$ cat config.mk
export PLATFORM = sky130hd
export DESIGN_NAME = store_align
export DESIGN_NICKNAME = d
export VERILOG_FILES = /design/src/rtl/store_align.sv
export SDC_FILE = /design/constraint.sdc
export NUM_CORES = 1
export LEC_CHECK = 0
export ABC_CLOCK_PERIOD_IN_PS = 4000
export CAP_MARGIN = 20
export CORE_ASPECT_RATIO = 1.25
export CORE_UTILIZATION = 56
export DETAILED_ROUTE_END_ITERATION = 12
export PLACE_DENSITY = 0.86
export SLEW_MARGIN = 15
export SYNTH_ARGS = -nofsm -noshare
export SYNTH_HDL_FRONTEND = slang
export SYNTH_SLANG_ARGS = --single-unit
export TNS_END_PERCENT = 5
$ cat constraint.sdc
create_clock -name clk -period 4 [get_ports clk]
set_input_delay 0.4 -clock clk [delete_from_list [all_inputs] [get_ports clk]]
set_output_delay 0.4 -clock clk [all_outputs]
set_load 0.005 [all_outputs]
$ cat src/rtl/store_align.sv
// store_align: places a byte/half/word store onto the lanes of a 32-bit
// word-addressed write bus. It generates byte enables and splits misaligned
// stores into two beats.
//
//   state | meaning
//   IDLE  | ready for a new store request
//   BEAT0 | first (or only) bus beat presented, waiting for bus_ready
//   BEAT1 | second beat of a split store, waiting for bus_ready
module store_align #(
  parameter int ADDR_WIDTH = 32
) (
  input  logic                  clk,
  input  logic                  rst_n,
  input  logic                  req_valid,
  output logic                  req_ready,
  input  logic [ADDR_WIDTH-1:0] req_addr,
  input  logic [31:0]           req_data,
  input  logic [1:0]            req_size,
  output logic                  bus_valid,
  input  logic                  bus_ready,
  output logic [ADDR_WIDTH-1:0] bus_addr,
  output logic [31:0]           bus_wdata,
  output logic [3:0]            bus_be,
  output logic                  done,
  output logic                  err
);

  typedef enum logic [1:0] {IDLE, BEAT0, BEAT1} state_t;

  state_t                state, state_d;
  logic [ADDR_WIDTH-1:0] base_q, base_d;
  logic [31:0]           data_q, data_d;
  logic [1:0]            off_q, off_d;
  logic [3:0]            mask_q, mask_d;
  logic                  split_q, split_d;

  logic                  bus_valid_d;
  logic [ADDR_WIDTH-1:0] bus_addr_d;
  logic [31:0]           bus_wdata_d;
  logic [3:0]            bus_be_d;
  logic                  done_d, err_d;

  logic                  accept;
  logic [1:0]            req_off;
  logic [3:0]            req_mask;
  logic                  req_split;
  logic [ADDR_WIDTH-1:0] req_base;
  logic [5:0]            hi_shift;

  // req_ready depends on rst_n directly so nothing is accepted during reset.
  assign req_ready = (state == IDLE) && rst_n;
  assign accept    = req_valid && req_ready;
  assign req_off   = req_addr[1:0];
  assign req_base  = {req_addr[ADDR_WIDTH-1:2], 2'b00};
  // Second-beat shift is 8*(4-off) bits; off is 1..3 whenever a split happens.
  assign hi_shift  = 6'd32 - {1'b0, off_q, 3'b000};

  // Decode size into a lane mask and whether the store crosses a word boundary.
  always_comb begin
    req_mask  = 4'b0000;
    req_split = 1'b0;
    case (req_size)
      2'b00: req_mask = 4'b0001;
      2'b01: begin
        req_mask  = 4'b0011;
        req_split = (req_off == 2'd3);
      end
      2'b10: begin
        req_mask  = 4'b1111;
        req_split = (req_off != 2'd0);
      end
      default: req_mask = 4'b0000;
    endcase
  end

  // Next-state logic; bus outputs are computed here and registered below.
  always_comb begin
    state_d     = state;
    base_d      = base_q;
    data_d      = data_q;
    off_d       = off_q;
    mask_d      = mask_q;
    split_d     = split_q;
    bus_valid_d = bus_valid;
    bus_addr_d  = bus_addr;
    bus_wdata_d = bus_wdata;
    bus_be_d    = bus_be;
    done_d      = 1'b0;
    err_d       = 1'b0;
    case (state)
      IDLE: begin
        if (accept) begin
          if (req_size == 2'b11) begin
            err_d = 1'b1;
          end else begin
            state_d     = BEAT0;
            base_d      = req_base;
            data_d      = req_data;
            off_d       = req_off;
            mask_d      = req_mask;
            split_d     = req_split;
            bus_valid_d = 1'b1;
            bus_addr_d  = req_base;
            bus_wdata_d = req_data << {req_off, 3'b000};
            bus_be_d    = req_mask << req_off;
          end
        end
      end
      BEAT0: begin
        if (bus_ready) begin
          if (split_q) begin
            state_d     = BEAT1;
            bus_addr_d  = base_q + ADDR_WIDTH'(4);
            bus_wdata_d = data_q >> hi_shift;
            bus_be_d    = mask_q >> (3'd4 - {1'b0, off_q});
          end else begin
            state_d     = IDLE;
            bus_valid_d = 1'b0;
            done_d      = 1'b1;
          end
        end
      end
      BEAT1: begin
        if (bus_ready) begin
          state_d     = IDLE;
          bus_valid_d = 1'b0;
          done_d      = 1'b1;
        end
      end
      default: state_d = IDLE;
    endcase
  end

  // State, captured request and registered bus outputs.
  always_ff @(posedge clk) begin
    if (!rst_n) begin
      state     <= IDLE;
      base_q    <= '0;
      data_q    <= '0;
      off_q     <= '0;
      mask_q    <= '0;
      split_q   <= 1'b0;
      bus_valid <= 1'b0;
      bus_addr  <= '0;
      bus_wdata <= '0;
      bus_be    <= '0;
      done      <= 1'b0;
      err       <= 1'b0;
    end else begin
      state     <= state_d;
      base_q    <= base_d;
      data_q    <= data_d;
      off_q     <= off_d;
      mask_q    <= mask_d;
      split_q   <= split_d;
      bus_valid <= bus_valid_d;
      bus_addr  <= bus_addr_d;
      bus_wdata <= bus_wdata_d;
      bus_be    <= bus_be_d;
      done      <= done_d;
      err       <= err_d;
    end
  end

endmodule

# Word-level counts from Yosys, hierarchy flattened
# Cells that the tools add are included.
word_totals:
  regBits: 142
  inputBits: 70
  output_inout_bits: 72
  word_cells: 78
classes:
  add_sub_neg: 3
  eq_ne: 12
  shifts: 4
  n_mux: 34
  n_bitwise: 1
  n_reduce_logical: 12
ops:
  columns: ["cell", "n"]
  rows:
  - ["$mux 32", 8]
  - ["$pmux 32 s2", 2]
  - ["$add 32x3->32 const B", 1]
  - ["$shl 32x5->32", 1]
  - ["$shr 32x6->32", 1]
  - ["$mux 4", 4]
  - ["$ne 2x2->1 const B", 6]
  - ["$pmux 4 s3", 1]
  - ["$mux 2", 5]
  - ["$mux 1", 9]
  - ["$eq 2x2->1 const B", 4]
  - ["$pmux 4 s2", 1]
  - ["$pmux 2 s3", 1]
  - ["$reduce_and 3->1", 2]
  - ["$reduce_and 6->1", 1]
  - ["$sub 6x5->6 const A", 1]
  - ["$reduce_and 5->1", 1]
  - ["$eq 2x1->1 const B", 2]
  - ["$logic_not 2->1", 2]
  - ["$pmux 1 s2", 2]
  - ["$reduce_and 4->1", 1]
  - ["$reduce_bool 2->1", 2]
  - ["$shl 4x2->4", 1]
  - ["$shr 4x3->4", 1]
  - ["other kinds (5)", 6]

# Depth between registers and ports, before layout
# Gate-level depths: netlist (run 1).
depth:
  depth_word: 6
  depth_mapped: 11
  ltp_nobuf: 7

# Least setup slack after synthesis (run 1)
# Ideal clock, no wire load.
synth_path:
  path_kind: "reg2reg"
  startpoint: "register off_q[0]"
  endpoint: "register bus_wdata[5]"
  setup_ns: 0.132
  arrival_time_ns: 2.388
  required_time_ns: 3.868
  setup_slack_ns: 1.480
  path_stages_with_launch: 12
  n_path_buf: 5
  synth_period_minus_slack_ns: 2.520
  path_cell_list: "dfxtp_1 -> clkbuf_1 -> clkbuf_1 -> inv_1 -> ha_1 -> clkbuf_1 -> or2_2 -> clkbuf_1 -> buf_2 -> nor2_1 -> a2111oi_0 -> nor3_1"
synth_between:
  elab_chain_len: 5
synth_rtl:
  columns: ["element", "line_no", "rtl"]
  rows:
  - ["start: declaration", "33", "logic [1:0] off_q, off_d;"]
  - ["start signal: assignment", "140", "off_q <= '0;"]
  - ["start signal: assignment", "153", "off_q <= off_d;"]
  - ["$sub 6x5->6", "56", "assign hi_shift = 6'd32 - {1'b0, off_q, 3'b000};"]
  - ["$shr 32x6->32", "114", "bus_wdata_d = data_q >> hi_shift;"]
  - ["$mux 32", "111", "if (split_q) begin"]
  - ["$mux 32", "110", "if (bus_ready) begin"]
  - ["$pmux 32 s2", "90", "case (state)"]
  - ["end signal: assignment", "158", "bus_wdata <= bus_wdata_d;"]
  - ["end: declaration", "22", "output logic [31:0] bus_wdata,"]
# No other way between the ends. The select of a mux whose other input is x is not followed.
# A chain may end at the register's enable or synchronous reset.

# Final worst setup path (run 1)
layout_path:
  startpoint: "input port req_size[0]"
  endpoint: "register bus_wdata[0]"
layout_between:
  elab_chain_len: 3
layout_rtl:
  columns: ["element", "line_no", "rtl"]
  rows:
  - ["start: declaration", "18", "input logic [1:0] req_size,"]
  - ["$eq 2x2->1", "93", "if (req_size == 2'b11) begin"]
  - ["$ne 2x2->1 (no source line)", null, null]
  - ["$reduce_and 5->1 (no source line)", null, null]
# No other way between the ends.

==> results of run 1 <==
==> cell usage in the layout (no fill, tap or decap), drive strengths merged, types with 2 or more instances in the layout <==
cell	count
nand2	146
dfxtp	139
clkdlybuf4s50	138
a21oi	96
nor2	91
mux2i	46
nor3	33
nand3	31
a211oi	30
clkbuf	25
buf	18
xor2	16
o22ai	14
inv	14
nand4	14
nor2b	11
a21boi	11
ha	11
o221ai	10
o211a	10
xnor2	10
a221oi	9
o21ai	8
a2111oi	7
and3	6
clkinv	6
o32ai	5
o211ai	5
a211o	5
nor4	5
a22oi	3
or2	2
nand3b	2
and4	2
and2	2
or3	2
conb	2
clkinvlp	2
==> Yosys cell counts, types with 6 or more instances <==
cell type,n
buf_2,22
a21oi_1,96
a211oi_1,29
and3_1,6
xor2_1,16
o22ai_1,14
dfxtp_1,139
nand4_1,12
nand2_1,146
nor2_1,91
o21ai_0,8
a221oi_1,9
nand3_1,31
clkbuf_1,44
inv_1,15
nor2b_1,11
ha_1,11
mux2i_1,46
a21boi_0,11
xnor2_1,10
nor3_1,32
a2111oi_0,7
o221ai_1,10
o211a_1,10
==> path summary, 6_finish.rpt <==
path | cells after the start | start | end
max reg2reg | 5 | base_q[4] | bus_addr[30]
max | 7 | req_size[0] | bus_wdata[0]
min reg2reg | 2 | data_q[6] | data_q[6]
min | 2 | data_q[6] | data_q[6]
==> power by group through the flow <==
stage	Sequential, uW	Clock (uW)	Combinational, uW
3_5_place_dp	1670	0	989
5_1_grt	1660	1540	1110
3_3_place_gp	1670	0	972
4_1_cts	1640	1480	1000
6_report	1650	1480	1020
2_1_floorplan	1660	0	527
==> per-layer routing <==
layer  vias up  GRT usage (%)  routed length [um]  part of all wire (%)
li1       3332              -                   -                     -
met1      3396           38.8                7910                    37
met2       389           58.0               10900                    51
met3        63           6.56                1660                   7.8
met4         0           15.5                 788                   3.7
met5         -              0                   0                     0
==> state kept, by name, indices dropped and copies added (netlist names) <==
register   flops
bus_valid      1
err            1
split_q        1
bus_addr      30
off_q          2
bus_wdata     32
data_q        32
base_q        30
bus_be         4
done           1
state          2
mask_q         3
==> through the flow <==
step                      total power, uW  instances  util (%)  setup WS (ps)  instance area, um^2
after CTS                            4130       1161      74.1           1220                 9010
after detailed placement             2660       1129      69.5            914                 8460
after global placement               2640       1129      69.5            953                 8460
after global routing                 4310       1162      74.2           1300                 9030
final                                4140       1162      74.2           1400                 9030
after floorplan                      2180        884         -           1480                 7030
==> tightest hold or removal path, stage by stage, from the launching register on <==
cell,delay [ps]
dfxtp_1,300
nand2_1,50
a21oi_1,50
==> final cells by class <==
cell class,instances,share of cell area (%)
clock buffers,25,5.38
flip-flops and latches,139,30.8
well taps,164,2.27
clock inverters,7,0.721
repair buffers,156,17.0
inverters,16,0.679
multi-input cells,655,43.1
==> logic make-up (layout without fill, tap and decap cells) <==
kind of cell	count (synthesis)	in the layout	synth area share [%]
XOR/XNOR	26	26	3.24
buffers and inverters	90	204	5.41
AO/OA/AOI/OAI	220	220	20.7
AND/OR/NAND/NOR	349	349	22.3
multiplexers	47	47	6.72
flip-flops	139	139	39.6
other	1	2	0.0534
adder cells (fa/ha/maj)	11	11	1.96
==> impl_metrics.tcl, run 1 <==
set metrics [dict create \
    status "complete, no violations" \
    crit_buf_inv 2 \
    io_pins 142 \
    critPathMaxStageDelay_ps 600 \
    clkPwrFrac_pct 35.7 \
    cts_buffers 17 \
    grt_pass1_vias 6847 \
    dieWidth_um 102 \
    vias 7180 \
    htreeDepth 4 \
    antenna_cells 0 \
    seqPwrFrac_pct 39.7 \
    cp_max_fo 35 \
    cp-start-kind "input pin" \
    nNetsFinal 1066 \
    cp-end-kind "flip-flop" \
    layout-drive-gt1-share_pct 6.01 \
    clock_skew_ps 5.39 \
    dp_hpwl_mm 14.2 \
    postSynthCellCount 883 \
    area_growth_pct 28.5 \
    die_area_um2 13000 \
    synth_largest_area_cell "dfxtp_1" \
    r2r_slack_ps 1460 \
    multi_input_area_um2 3890 \
    path_class "in -> reg" \
    synth-seq-cells 139 \
    cts_setup_buffers 0 \
    antenna_found_initial 0 \
    drt-initial-drc-count 561 \
    whs_ps 455 \
    tightest_slew_ps 974 \
    rsz0062_at_grt "no" \
    crit_arrival_ps 2890 \
    min_period_ps 2600 \
    ys_seq_area_share_pct 39.6 \
    drtAntennaViolNets 0 \
    vias_per_cell 6.18 \
    avgSynthCellArea_um2 7.95 \
    fin_crit_sh_pct 65.0 \
    combPwrFrac_pct 24.5 \
    hold_viol_final 0 \
    cts_buffer_depth 2 \
    p_int_uw 2930 \
    cts_tree "yes" \
    ir_drop_v 0.000315 \
    clock.fmax_mhz 384 \
    cts_hold_buf 0 \
    initial_core_util_pct 57.8 \
    netlist.area_leader.share_pct 39.6 \
    overflow 0 \
    grt_first_pass_wirelength_mm 33.6 \
    gp_congestion 0.888 \
    num-fill-cells 973 \
    cts_resized 0 \
    crit_chain "clkdlybuf4s50_1 > ha_1 > nand3b_1 > a211o_2 > buf_12 > a2111oi_0 > nor3_1" \
    wl_per_cell_um 18.3 \
    required_ps 4290 \
    synthFlopType "dfxtp_1" \
    io_buffers 139 \
    clock_latency_ps 420 \
    drc 0 \
    maxCapViolCount 0 \
    cts_num_sinks 139 \
    synth.distinct_cells 54 \
    async_flop_share_pct 0 \
    crit_family "compound AO/OA/AOI/OAI gates" \
    p_leak_uw 0.00322 \
    p_per_area_nw_per_um2 459 \
    synth_edf_count 0 \
    setup_tns_ps 0 \
    cts_root_buffer "clkbuf_16" \
    synth.cell_area_um2 7020 \
    cts.clk_slew.worst_paths_ps 60 \
    slew_viol_final 0 \
    hold_path_class "reg -> reg" \
    grtUsageTotal_pct 33.3 \
    grt_max_degree 63 \
    max_slew_margin_pct 34.4 \
    swShare_pct 29.3 \
    first_pass_iters 5 \
    die_h_um 127 \
    regArea_um2 2780 \
    drt_wl_total_mm 21.2 \
    cpMaxStageDelayCell "a211o_2" \
    coreArea_um2 12200 \
    synth_area_leaders "dfxtp_1, nand2_1, a21oi_1" \
    p_switching_uw 1210 \
    rows 45 \
    yosysWarnings 0 \
    setup_violations 0 \
]
Note: power is estimated with default switching activity, not from simulation.
==> run 2: changes to the inputs <==
- ABC_CLOCK_PERIOD_IN_PS: 4000 -> 2500
- CORE_UTILIZATION: 56 -> 52
- PLACE_DENSITY: 0.86 -> 0.81
- clock period: 4 -> 2.5 ns (I/O delays scaled with it)
==> run 2 against run 1 <==
  * Clock-buffer cell count is 8 lower
  * First-iteration DRC count is 15% lower
  * Total power is 73% higher
  * Die area is 7.6% higher
  * Register-to-register slack worse by 1300 ps
  * Combinational power is 68% higher
  * Critical path depth is 1 higher
  * Worst setup slack worse by 1200 ps
  * Final area is 4.0% higher
  * Non-clock buffer count is 26 higher
  * Utilization is 3.3 points lower
  * Worst hold slack worse by 53 ps
  * Critical path type is now reg -> reg
  * Critical endpoint is now bus_addr[14]
==> impl_metrics.tcl, run 2 (synthesis gave the netlist of run 1 again) <==
set metrics [dict create \
    status "complete, no violations" \
    whs_ps 402 \
    drtAntennaViolNets 0 \
    cts_buffer_depth 2 \
    io_pins 142 \
    cpMaxStageDelayCell "mux2i_1" \
    antenna_found_initial 0 \
    crit_arrival_ps 2670 \
    crit_chain "inv_1 > ha_2 > mux2i_1 > a211o_2 > buf_4 > nand2_1 > and3_1 > a211oi_1" \
    antenna_cells 0 \
    max_slew_margin_pct 40.1 \
    io_buffers 139 \
    hp-start "req_addr[17]" \
    crit_buf_inv 2 \
    vias 7208 \
    cts.clk_slew.worst_paths_ps 60 \
    htreeDepth 4 \
    layout-drive-gt1-share_pct 8.72 \
    cp-start-kind "flip-flop" \
    min_path_cells 3 \
    cts_tree "yes" \
    coreArea_um2 13200 \
    grtUsageTotal_pct 30.8 \
    area_growth_pct 33.7 \
    cts_setup_buffers 0 \
    overflow 0 \
    grt_pass1_vias 6814 \
    globalRouteMet2Util_pct 55.3 \
    cp-end-kind "flip-flop" \
    path_class "reg -> reg" \
    drt-initial-drc-count 478 \
    num-fill-cells 1082 \
    largestRegisters "bus_wdata (32), data_q (32)" \
    grt_first_pass_wirelength_mm 33.9 \
    slew_viol_final 0 \
    ir_drop_v 0.000514 \
    clock.fmax_mhz 427 \
    reg2regPathDepth 8 \
    r2r_slack_ps 160 \
    nNetsFinal 1092 \
    dieWidth_um 106 \
    p_leak_uw 0.00341 \
    hold_path_class "in -> reg" \
    setup_tns_ps 0 \
    use_met3_pct 4.84 \
    clock_latency_ps 420 \
    cts_hold_buf 0 \
    gp_congestion 0.883 \
    maxCapViolCount 0 \
    drc 0 \
    grtUsageMet1_pct 35.0 \
    hold_viol_final 0 \
    reg2reg_from "state[1]" \
    tightest_slew_ps 898 \
    min_period_ps 2340 \
    first_pass_iters 5 \
    cp_max_fo 26 \
    rsz0062_at_grt "no" \
    die_area_um2 14000 \
    p_per_area_nw_per_um2 763 \
    die_h_um 132 \
    cts_num_sinks 139 \
    vias_per_cell 6.05 \
    dp_hpwl_mm 14.7 \
    grt_max_degree 47 \
    hold_end "base_q[17]" \
    wl_per_cell_um 18.2 \
    r2r-end "bus_addr[14]" \
    cts_root_buffer "clkbuf_16" \
    setup_violations 0 \
    initial_core_util_pct 53.1 \
    critPathMaxStageDelay_ps 390 \
    top_usage_layer "met2" \
    rows 47 \
    layout_commonest_cell "nand2_1" \
    fin_crit_sh_pct 93.7 \
    crit_family "compound AO/OA/AOI/OAI gates" \
    drt_wl_total_mm 21.7 \
    final_cell_mix "nand2_1, dfxtp_1, clkdlybuf4s50_1, a21oi_1, nor2_1" \
    required_ps 2830 \
    clock_skew_ps 9.11 \
    cts_buffers 17 \
]
==> run 2: cell types whose count changed in the layout (fill, tap and decap cells not counted), moves of 2 or more <==
cell       delta
bufinv_16     +5
clkinv_2      -2
clkbuf_8      -3
buf_12        +4
buf_4        +22
clkinv_4      +3
clkbuf_1      -5
==> run 2: layer usage <==
| layer | share of wire [%] | routed length [um] |
|---|---|---|
| met5 | 0 | 0 |
| met4 | 4.1 | 894 |
| met3 | 6.4 | 1390 |
| met2 | 51 | 11200 |
| met1 | 38 | 8250 |
==> run 2: worst max path at each step <==
stage / from / endpoint / cells past startpoint
after floorplan: off_q[0] / bus_wdata[5] / 11
after global placement: req_size[0] / bus_addr[24] / 8
after detailed placement: req_size[0] / bus_addr[24] / 8
after CTS: state[1] / bus_wdata[28] / 6
after global routing: state[1] / bus_addr[14] / 8
final: state[1] / bus_addr[14] / 8
==> run 2: repair_timing <==
item | 4_1_cts | 5_1_grt
gates resized for setup | 0 | 2
setup endpoints to repair | 0 | 1
endpoints found under the hold margin | 0 | 0
==> run 2: area by class of cell <==
cell class | instances | area [um^2] | area share (%)
multi-input cells | 655 | 3900 | 41.5
flip-flops and latches | 139 | 2780 | 29.6
repair buffers | 182 | 1780 | 19.0
clock buffers | 17 | 425 | 4.53
clock inverters | 12 | 224 | 2.39
well taps | 171 | 214 | 2.28
inverters | 16 | 61.3 | 0.653
==> run 2: per-stage QoR <==
step	total power [uW]	utilization [%]	cell area, um^2	std cells	setup WS, ps
after floorplan	3490	-	7030	884	143
after global placement	4320	66.0	8730	1163	126
after detailed placement	4350	66.0	8730	1163	88.7
after CTS	7150	70.9	9380	1192	99.9
after global routing	7430	71.0	9390	1192	17.0
final	7160	71.0	9390	1192	157
==> run 2: report_power, final <==
| group | switching [uW] | leakage (uW) | internal [uW] | total (uW) |
|---|---|---|---|---|
| clock network | 960 | 0.000315 | 1850 | 2810 |
| logic | 864 | 0.00196 | 847 | 1710 |
| registers | 175 | 0.00113 | 2460 | 2630 |
==> run 2: worst register-to-register path, delay by kind of cell (launching register included) <==
kind	cells	cell delay (ps)
flops	1	340
compound gates	2	490
mux	1	390
buf+inv	2	430
fa+ha+maj	1	340
simple gates	2	280
